==> src/rtl/lsu.sv <==
// Load/store unit: turns an ALU effective address plus store data into a single
// req/ready data-memory transaction, aligns and extends load data, and stalls
// the core until the access finishes. Misaligned or illegal-size requests and
// memory timeouts complete with err=1 and without reaching memory.
module lsu #(
   parameter int D_WIDTH = 32,
   parameter int TIMEOUT = 16
) (
   input  logic               clk,
   input  logic               rst_n,
   input  logic               req_valid,
   input  logic               req_write,
   input  logic [1:0]         req_size,
   input  logic               req_unsigned,
   input  logic [D_WIDTH-1:0] addr,
   input  logic [D_WIDTH-1:0] wdata,
   output logic               stall,
   output logic               done,
   output logic               err,
   output logic [D_WIDTH-1:0] rdata,
   output logic               mem_req,
   output logic               mem_we,
   output logic [D_WIDTH-1:0] mem_addr,
   output logic [3:0]         mem_be,
   output logic [D_WIDTH-1:0] mem_wdata,
   input  logic               mem_ready,
   input  logic [D_WIDTH-1:0] mem_rdata
);

   typedef enum logic [1:0] {IDLE, BUSY, DONE} state_t;

   // Counter only has to reach TIMEOUT-1; it may wrap harmlessly when disabled.
   localparam int CW = (TIMEOUT > 1) ? $clog2(TIMEOUT) : 1;
   localparam logic [CW-1:0] CNT_LAST = CW'(TIMEOUT - 1);

   state_t         state;
   logic [CW-1:0]  cnt;
   logic [1:0]     lat_off;   // byte offset inside the word, for load alignment
   logic [1:0]     lat_size;
   logic           lat_uns;

   logic               aligned;
   logic [3:0]         be_nxt;
   logic [D_WIDTH-1:0] wdata_nxt;
   logic [D_WIDTH-1:0] ld_shift;
   logic [D_WIDTH-1:0] ld_ext;
   logic               timed_out;

   // Core must hold while a request is being accepted or is in flight.
   assign stall = ((state == IDLE) && req_valid) || (state == BUSY);

   // Request decode: alignment, byte enables and lane-replicated store data.
   always_comb begin
      aligned   = 1'b0;
      be_nxt    = 4'b0000;
      wdata_nxt = wdata;
      unique case (req_size)
         2'b00: begin
            aligned   = 1'b1;
            be_nxt    = 4'b0001 << addr[1:0];
            wdata_nxt = {4{wdata[7:0]}};
         end
         2'b01: begin
            aligned   = ~addr[0];
            be_nxt    = 4'b0011 << addr[1:0];
            wdata_nxt = {2{wdata[15:0]}};
         end
         2'b10: begin
            aligned   = (addr[1:0] == 2'b00);
            be_nxt    = 4'b1111;
         end
         default: aligned = 1'b0;
      endcase
   end

   // Load path: shift the addressed lane down, then sign/zero extend.
   always_comb begin
      ld_shift = mem_rdata >> {lat_off, 3'b000};
      ld_ext   = ld_shift;
      case (lat_size)
         2'b00:   ld_ext = lat_uns ? {{(D_WIDTH-8){1'b0}}, ld_shift[7:0]}
                                   : {{(D_WIDTH-8){ld_shift[7]}}, ld_shift[7:0]};
         2'b01:   ld_ext = lat_uns ? {{(D_WIDTH-16){1'b0}}, ld_shift[15:0]}
                                   : {{(D_WIDTH-16){ld_shift[15]}}, ld_shift[15:0]};
         default: ld_ext = ld_shift;
      endcase
   end

   assign timed_out = (TIMEOUT > 0) && (cnt == CNT_LAST) && !mem_ready;

   // Access sequencer; all bus and result outputs are registered here.
   always_ff @(posedge clk or negedge rst_n) begin
      if (!rst_n) begin
         state     <= IDLE;
         cnt       <= '0;
         lat_off   <= 2'b00;
         lat_size  <= 2'b00;
         lat_uns   <= 1'b0;
         mem_req   <= 1'b0;
         mem_we    <= 1'b0;
         mem_addr  <= '0;
         mem_be    <= 4'b0000;
         mem_wdata <= '0;
         done      <= 1'b0;
         err       <= 1'b0;
         rdata     <= '0;
      end else begin
         unique case (state)
            IDLE: begin
               done <= 1'b0;
               err  <= 1'b0;
               if (req_valid) begin
                  if (aligned) begin
                     mem_req   <= 1'b1;
                     mem_we    <= req_write;
                     mem_addr  <= {addr[D_WIDTH-1:2], 2'b00};
                     mem_be    <= be_nxt;
                     mem_wdata <= wdata_nxt;
                     lat_off   <= addr[1:0];
                     lat_size  <= req_size;
                     lat_uns   <= req_unsigned;
                     cnt       <= '0;
                     state     <= BUSY;
                  end else begin
                     done  <= 1'b1;
                     err   <= 1'b1;
                     rdata <= '0;
                     state <= DONE;
                  end
               end
            end
            BUSY: begin
               // mem_ready on the last allowed cycle wins over the timeout.
               if (mem_ready) begin
                  mem_req <= 1'b0;
                  rdata   <= mem_we ? '0 : ld_ext;
                  done    <= 1'b1;
                  err     <= 1'b0;
                  state   <= DONE;
               end else if (timed_out) begin
                  mem_req <= 1'b0;
                  rdata   <= '0;
                  done    <= 1'b1;
                  err     <= 1'b1;
                  state   <= DONE;
               end else begin
                  cnt <= cnt + 1'b1;
               end
            end
            DONE: begin
               // req_valid here still belongs to the finished instruction.
               done  <= 1'b0;
               err   <= 1'b0;
               state <= IDLE;
            end
            default: state <= IDLE;
         endcase
      end
   end

endmodule

==> config.mk <==
export PLATFORM = sky130hd
export DESIGN_NAME = lsu
export DESIGN_NICKNAME = d
export VERILOG_FILES = /design/src/rtl/lsu.sv
export SDC_FILE = /design/constraint.sdc
export NUM_CORES = 1
export LEC_CHECK = 0
export ABC_AREA = 1
export CAP_MARGIN = 30
export CORE_MARGIN = 2
export CORE_UTILIZATION = 45
export CTS_CLUSTER_DIAMETER = 80
export DETAILED_ROUTE_END_ITERATION = 6
export HOLD_SLACK_MARGIN = 0.12
export PLACE_DENSITY_LB_ADDON = 0.1
export SYNTH_ARGS = -nofsm -noshare
export SYNTH_HDL_FRONTEND = slang
export SYNTH_SLANG_ARGS = --single-unit
==> constraint.sdc <==
create_clock -name clk -period 4.7 [get_ports clk]
set_input_delay 1.41 -clock clk [delete_from_list [all_inputs] [get_ports clk]]
set_output_delay 1.41 -clock clk [all_outputs]
set_load 0.02 [all_outputs]
==> results.ini, run 1 <==
[outcome]
status = complete, no violations

[synthesis]
synth_top_area_share_pct = 51.34
synth_edf_count = 0
ys_warn_count = 0
synth-seq-cells = 113
syn_area_per_cell_sq_um = 8.827
ys_types = 27
netlist_area_sq_um = 5508
ys_top_cells_by_area = dfrtp_1 (51%), nand2_1 (12%), mux2_2 (8.4%)
synth_cells = 624
synth_area_leader_cell = dfrtp_1
async_reset_ff_share_pct = 100.0
synth_flop_cell = dfrtp_1
ys_seq_area_share_pct = 51.34

[global_routing]
grt_max_degree = 63
grtUsageMet3_pct = 8.047
track_usage_pct = 25.16
met1_usage_pct = 31.31
grt_busiest_layer = met2
overflow = 0
grt_pass1_wl_mm = 25.63
antenna_found_initial = 0
grt_pass1_vias = 5088
use_met2_pct = 41.38

[route]
drt-vias-per-instance = 5.288
wire_per_inst_um = 16.32
drc = 0
via_count = 5172
dr.pass1.iters = 5
routed_wl_mm = 15.96
drt.antenna.violating_nets = 0
drtIter0Drc = 296

[sta]
worst_pin_slew_ns = 0.9236
finalClockSkew_ns = 0.006244
period_needed_ns = 4.119
setup_ws_ns = 0.5808
hold_viol = 0
finalSetupTns_ns = 0
fmax_mhz = 242.8
drv_slew = 0
min_period_over_period_pct = 87.64
rsz0062_at_grt = no
hold-worst-slack_ns = 0.4799
slew_headroom_pct = 38.20
setup_viol = 0

[clock_network]
cts_buffer_depth = 2
path_clk_slew_ns = 0.05
cts_tree = built
cts_max_level = 4
numCtsBuffers = 17
cts_resized = 0
post-cts-setup-buffer-count = 0
root_buffer = clkbuf_16
cts_hold_buf = 0
clk_latency_ns = 0.41
clock_sinks = 113

[floorplanning]
die_y_um = 114.6
die_w_um = 114.6
initial_core_util_pct = 46.05
dieArea_sq_um = 13140
num_rows = 40
coreArea_sq_um = 11960
io_pins = 209

[worst_setup_path]
reg2reg_slack_ns = 1.63
critPathLaunchType = input pin
worstPathArrival_ns = 2.71
cp-end-kind = primary output
crit_fanout = 4
crit_required_ns = 3.29
critPathKind = input pin to primary output

[power_and_ir_drop]
leakage_nw = 3.618
p_sw_share_pct = 36.91
total_power_mw = 5.374
p_comb_share_pct = 43.3
ir_worst_vdd_v = 0.0004184
p_clk_share_pct = 26.8
switching_power_mw = 1.983
pwr-share-seq_pct = 29.9
p_int_mw = 3.391
power.density_nw_per_um2 = 647.7

[placement]
portBuffers = 206
dp_slack_ns = 0.5921
place_hpwl_mm = 11.54
gp_congestion = 0.8849

[final_layout]
finalCoreUtilization_pct = 69.36
final_nets = 927
syn_to_final_growth_pct = 50.64
drive_gt1_share_pct = 11.07
antenna_cells = 0

[run]
cap_violations = 0

[hold_path]
worstHoldPathType = flop to flop

-- per-stage QoR --
step | cells | area [sq um]
3_3_place_gp | 947 | 7640
3_5_place_dp | 947 | 7640
2_1_floorplan | 625 | 5512
5_1_grt | 978 | 8297
4_1_cts | 978 | 8297
6_report | 978 | 8297
-- state kept, by name, summed over array words and instances (netlist names) --
name       flops
mem_wdata     32
rdata         32
mem_addr      30
cnt            4
mem_be         4
lat_off        2
lat_size       2
state          2
done           1
err            1
lat_uns        1
mem_req        1
mem_we         1
-- critical path, stage by stage --
cell and delay (ns):
clkdlybuf4s50_1 0.53, nand2_1 0.09, nand2_1 0.07, clkdlybuf4s50_1 0.61
-- cell usage in the layout (no fill, tap or decap), types with 2 or more instances in the layout --
master | synthesis | routed
mux2_2 | 41 | 41
nor2_1 | 13 | 13
bufinv_16 | 0 | 6
nand3_1 | 34 | 34
a21oi_1 | 15 | 15
inv_2 | 2 | 2
clkinvlp_4 | 0 | 2
o21ai_1 | 20 | 20
clkinv_2 | 0 | 3
nand4_1 | 16 | 16
nand2_1 | 179 | 179
clkbuf_1 | 16 | 2
clkdlybuf4s50_1 | 0 | 205
conb_1 | 1 | 2
buf_4 | 3 | 10
dfrtp_1 | 113 | 113
o31ai_1 | 8 | 8
o211ai_1 | 10 | 10
ha_1 | 4 | 4
o21a_1 | 9 | 9
clkbuf_16 | 0 | 17
or2_2 | 6 | 6
o21ai_0 | 81 | 81
inv_1 | 26 | 26
-- area by class of cell --
| class | instances | area (sq um) |
|---|---|---|
| Tap cell | 147 | 183.9 |
| Fill cell | 955 | 3665 |
| Multi-Input combinational cell | 444 | 2396 |
| Clock buffer | 20 | 446.7 |
| Inverter | 28 | 105.1 |
| Clock inverter | 11 | 210.2 |
| Sequential cell | 113 | 2828 |
| Timing Repair Buffer | 215 | 2127 |
-- metal layers --
layer,share of wire [%],routed length [um]
met1,41,6531
met2,50,7990
met3,7.5,1191
met4,1.6,248
met5,0,0
-- cell usage after synthesis (2+ instances only) --
cell type / number
a21oi_1: 15
buf_2: 20
buf_4: 3
clkbuf_1: 16
dfrtp_1: 113
ha_1: 4
inv_1: 26
inv_2: 2
mux2_2: 41
nand2_1: 179
nand3_1: 34
nand4_1: 16
nor2_1: 13
o211ai_1: 10
o21a_1: 9
o21ai_0: 81
o21ai_1: 20
o31ai_1: 8
or2_2: 6
-- logic make-up after synthesis --
| family | count (synthesis) | synth area share [%] |
|---|---|---|
| multiplexers | 41 | 8.383 |
| flip-flops | 113 | 51.34 |
| AND/OR/NAND/NOR | 251 | 19.20 |
| buffers and inverters | 68 | 5.316 |
| adder cells (fa/ha/maj) | 4 | 0.9087 |
| AO/OA/AOI/OAI | 145 | 14.63 |
| other | 1 | 0.06809 |
| XOR/XNOR | 1 | 0.1590 |
-- final timing paths --
check | from | endpoint | cells after the start
max | req_valid | stall | 4
min | rdata[13]$_DFFE_PN0P_ | rdata[13]$_DFFE_PN0P_ | 2
max reg2reg | lat_off[0]$_DFFE_PN0P_ | rdata[20]$_DFFE_PN0P_ | 7
min reg2reg | rdata[13]$_DFFE_PN0P_ | rdata[13]$_DFFE_PN0P_ | 2
max in group asynchronous | rst_n | mem_wdata[18]$_DFFE_PN0P_ | 2
min in group asynchronous | rst_n | cnt[0]$_DFFE_PN0P_ | 1
-- power groups by stage --
stage                     clock (mW)  combinational, mW  sequential, mW
final                           1.44               2.33            1.61
after global routing            1.51               2.53            1.66
after CTS                       1.46               2.34            1.61
after detailed placement           0               2.32            1.61
after global placement             0               2.30            1.60
after floorplan                    0              0.965            1.94
No activity file was read; power rests on OpenSTA's default activity.
==> inputs of run 2 (changes only) <==
--- a/config.mk
+++ b/config.mk
@@ -13,6 +13,7 @@
 export DETAILED_ROUTE_END_ITERATION = 6
 export HOLD_SLACK_MARGIN = 0.12
 export PLACE_DENSITY_LB_ADDON = 0.1
+export SKIP_CTS_REPAIR_TIMING = 1
 export SYNTH_ARGS = -nofsm -noshare
 export SYNTH_HDL_FRONTEND = slang
 export SYNTH_SLANG_ARGS = --single-unit
==> results of run 2 <==
Final layout, timing and power as in run 1 (identical DEF).
==> inputs of run 3 (changes only) <==
--- a/config.mk
+++ b/config.mk
@@ -13,7 +13,9 @@
 export DETAILED_ROUTE_END_ITERATION = 6
 export HOLD_SLACK_MARGIN = 0.12
 export PLACE_DENSITY_LB_ADDON = 0.1
+export SETUP_SLACK_MARGIN = 0.05
 export SKIP_CTS_REPAIR_TIMING = 1
+export SLEW_MARGIN = 25
 export SYNTH_ARGS = -nofsm -noshare
 export SYNTH_HDL_FRONTEND = slang
 export SYNTH_SLANG_ARGS = --single-unit
==> results.ini, run 3 (synthesized netlist as in run 1, its figures left out) <==
[outcome]
status = complete, no violations

[clock_network]
clock_sinks = 113
cts_buffer_depth = 2
clk_latency_ns = 0.41
cts_tree = built
numCtsBuffers = 17
root_buffer = clkbuf_16
path_clk_slew_ns = 0.05
cts_max_level = 4

[final_layout]
syn_to_final_growth_pct = 50.77
final_cell_mix = clkdlybuf4s50_1 (205), nand2_1 (179), dfrtp_1 (113), o21ai_0 (81), mux2_2 (41)
largest_registers = mem_wdata: 32 flops, rdata: 32 flops, mem_addr: 30 flops
antenna_cells = 0
final_nets = 928
stdcell_count = 979
final_common_cell = clkdlybuf4s50_1
drive_gt1_share_pct = 11.18
fillCellCount = 954

[floorplanning]
initial_core_util_pct = 46.05
coreArea_sq_um = 11960
die_w_um = 114.6
dieArea_sq_um = 13140
num_rows = 40
io_pins = 209
die_y_um = 114.6

[worst_setup_path]
slowest_stage = clkdlybuf4s50_1
critPathLaunchType = input pin
critPathKind = input pin to primary output
r2r_cells = 8
r2r-start = lat_off[0]$_DFFE_PN0P_
slowest_delay_ns = 0.61
crit_required_ns = 3.29
r2r_end = rdata[20]$_DFFE_PN0P_
worstPathArrival_ns = 2.71
crit_fanout = 4
cp-end-kind = primary output
path_cells = clkdlybuf4s50_1, nand2_1, nand2_1, clkdlybuf4s50_1
reg2reg_slack_ns = 1.99

[route]
drtIter0Drc = 353
dr.pass1.iters = 5
routed_wl_mm = 16.02
drt-vias-per-instance = 5.303
via_count = 5192
wire_per_inst_um = 16.36
drc = 0
drt.antenna.violating_nets = 0

[power_and_ir_drop]
leakage_nw = 3.622
total_power_mw = 5.387
ir_worst_vdd_v = 0.0004185
power.density_nw_per_um2 = 648.8

[global_routing]
grt_pass1_vias = 5088
track_usage_pct = 25.16
grt_busiest_layer = met2
grtUsageMet3_pct = 8.047
antenna_found_initial = 0
grt_max_degree = 63
met1_usage_pct = 31.31
overflow = 0
use_met2_pct = 41.38
grt_pass1_wl_mm = 25.63

[hold_path]
holdCritStartpoint = rdata[13]$_DFFE_PN0P_
hold_depth = 2
worstHoldPathType = flop to flop
holdPathEnd = rdata[13]$_DFFE_PN0P_

[sta]
worst_pin_slew_ns = 0.9193
finalSetupTns_ns = 0
min_period_over_period_pct = 87.68
finalClockSkew_ns = 0.006619
drv_slew = 0
period_needed_ns = 4.121
fmax_mhz = 242.7
setup_viol = 0
rsz0062_at_grt = no
slew_headroom_pct = 38.65
hold_viol = 0
hold-worst-slack_ns = 0.4798

[placement]
portBuffers = 206
place_hpwl_mm = 11.54
place_inst = 947
gp_congestion = 0.8849

[run]
cap_violations = 0

-- run 3: through the flow --
stage | instance area (sq um) | utilization [%] | worst slack [ns]
after CTS | 8297 | 69.36 | 0.5763
after global placement | 7640 | 63.87 | 0.6003
after floorplan | 5512 | - | 1.244
after global routing | 8304 | 69.42 | 0.5088
final | 8304 | 69.42 | 0.5792
after detailed placement | 7640 | 63.87 | 0.5921
-- run 3: final cells by class --
| class | instances | area, sq um | share of cell area (%) |
|---|---|---|---|
| multi-input combinational | 444 | 2396 | 28.85 |
| sequential | 113 | 2828 | 34.05 |
| inverter | 28 | 105.1 | 1.266 |
| timing repair buffer | 216 | 2135 | 25.70 |
| clock buffer | 20 | 446.7 | 5.379 |
| clock inverter | 11 | 210.2 | 2.531 |
| tap | 147 | 183.9 | 2.215 |
-- run 3: layer usage --
metal	vias up	share of wire, %	wire, um
li1	2505	-	-
met1	2448	40	6429
met2	217	50	7961
met3	22	8.4	1338
met4	0	1.8	288
met5	-	0	0
-- run 3: critical path, delay by kind of cell --
kind | cells | cell delay (ns)
buf+inv | 2 | 1.14
simple gates | 2 | 0.17
-- run 3: worst max-delay path by stage --
stage,end,slack (ns),start
after floorplan,stall,1.24,req_valid
after global placement,stall,0.60,req_valid
after detailed placement,stall,0.59,req_valid
after CTS,stall,0.58,req_valid
after global routing,stall,0.51,req_valid
final,stall,0.58,req_valid
-- run 3: report_power, final --
| part | switching [mW] | internal [mW] | total [mW] |
|---|---|---|---|
| registers | 0.269 | 1.34 | 1.61 |
| logic | 1.28 | 1.06 | 2.34 |
| clock network | 0.440 | 1.00 | 1.44 |
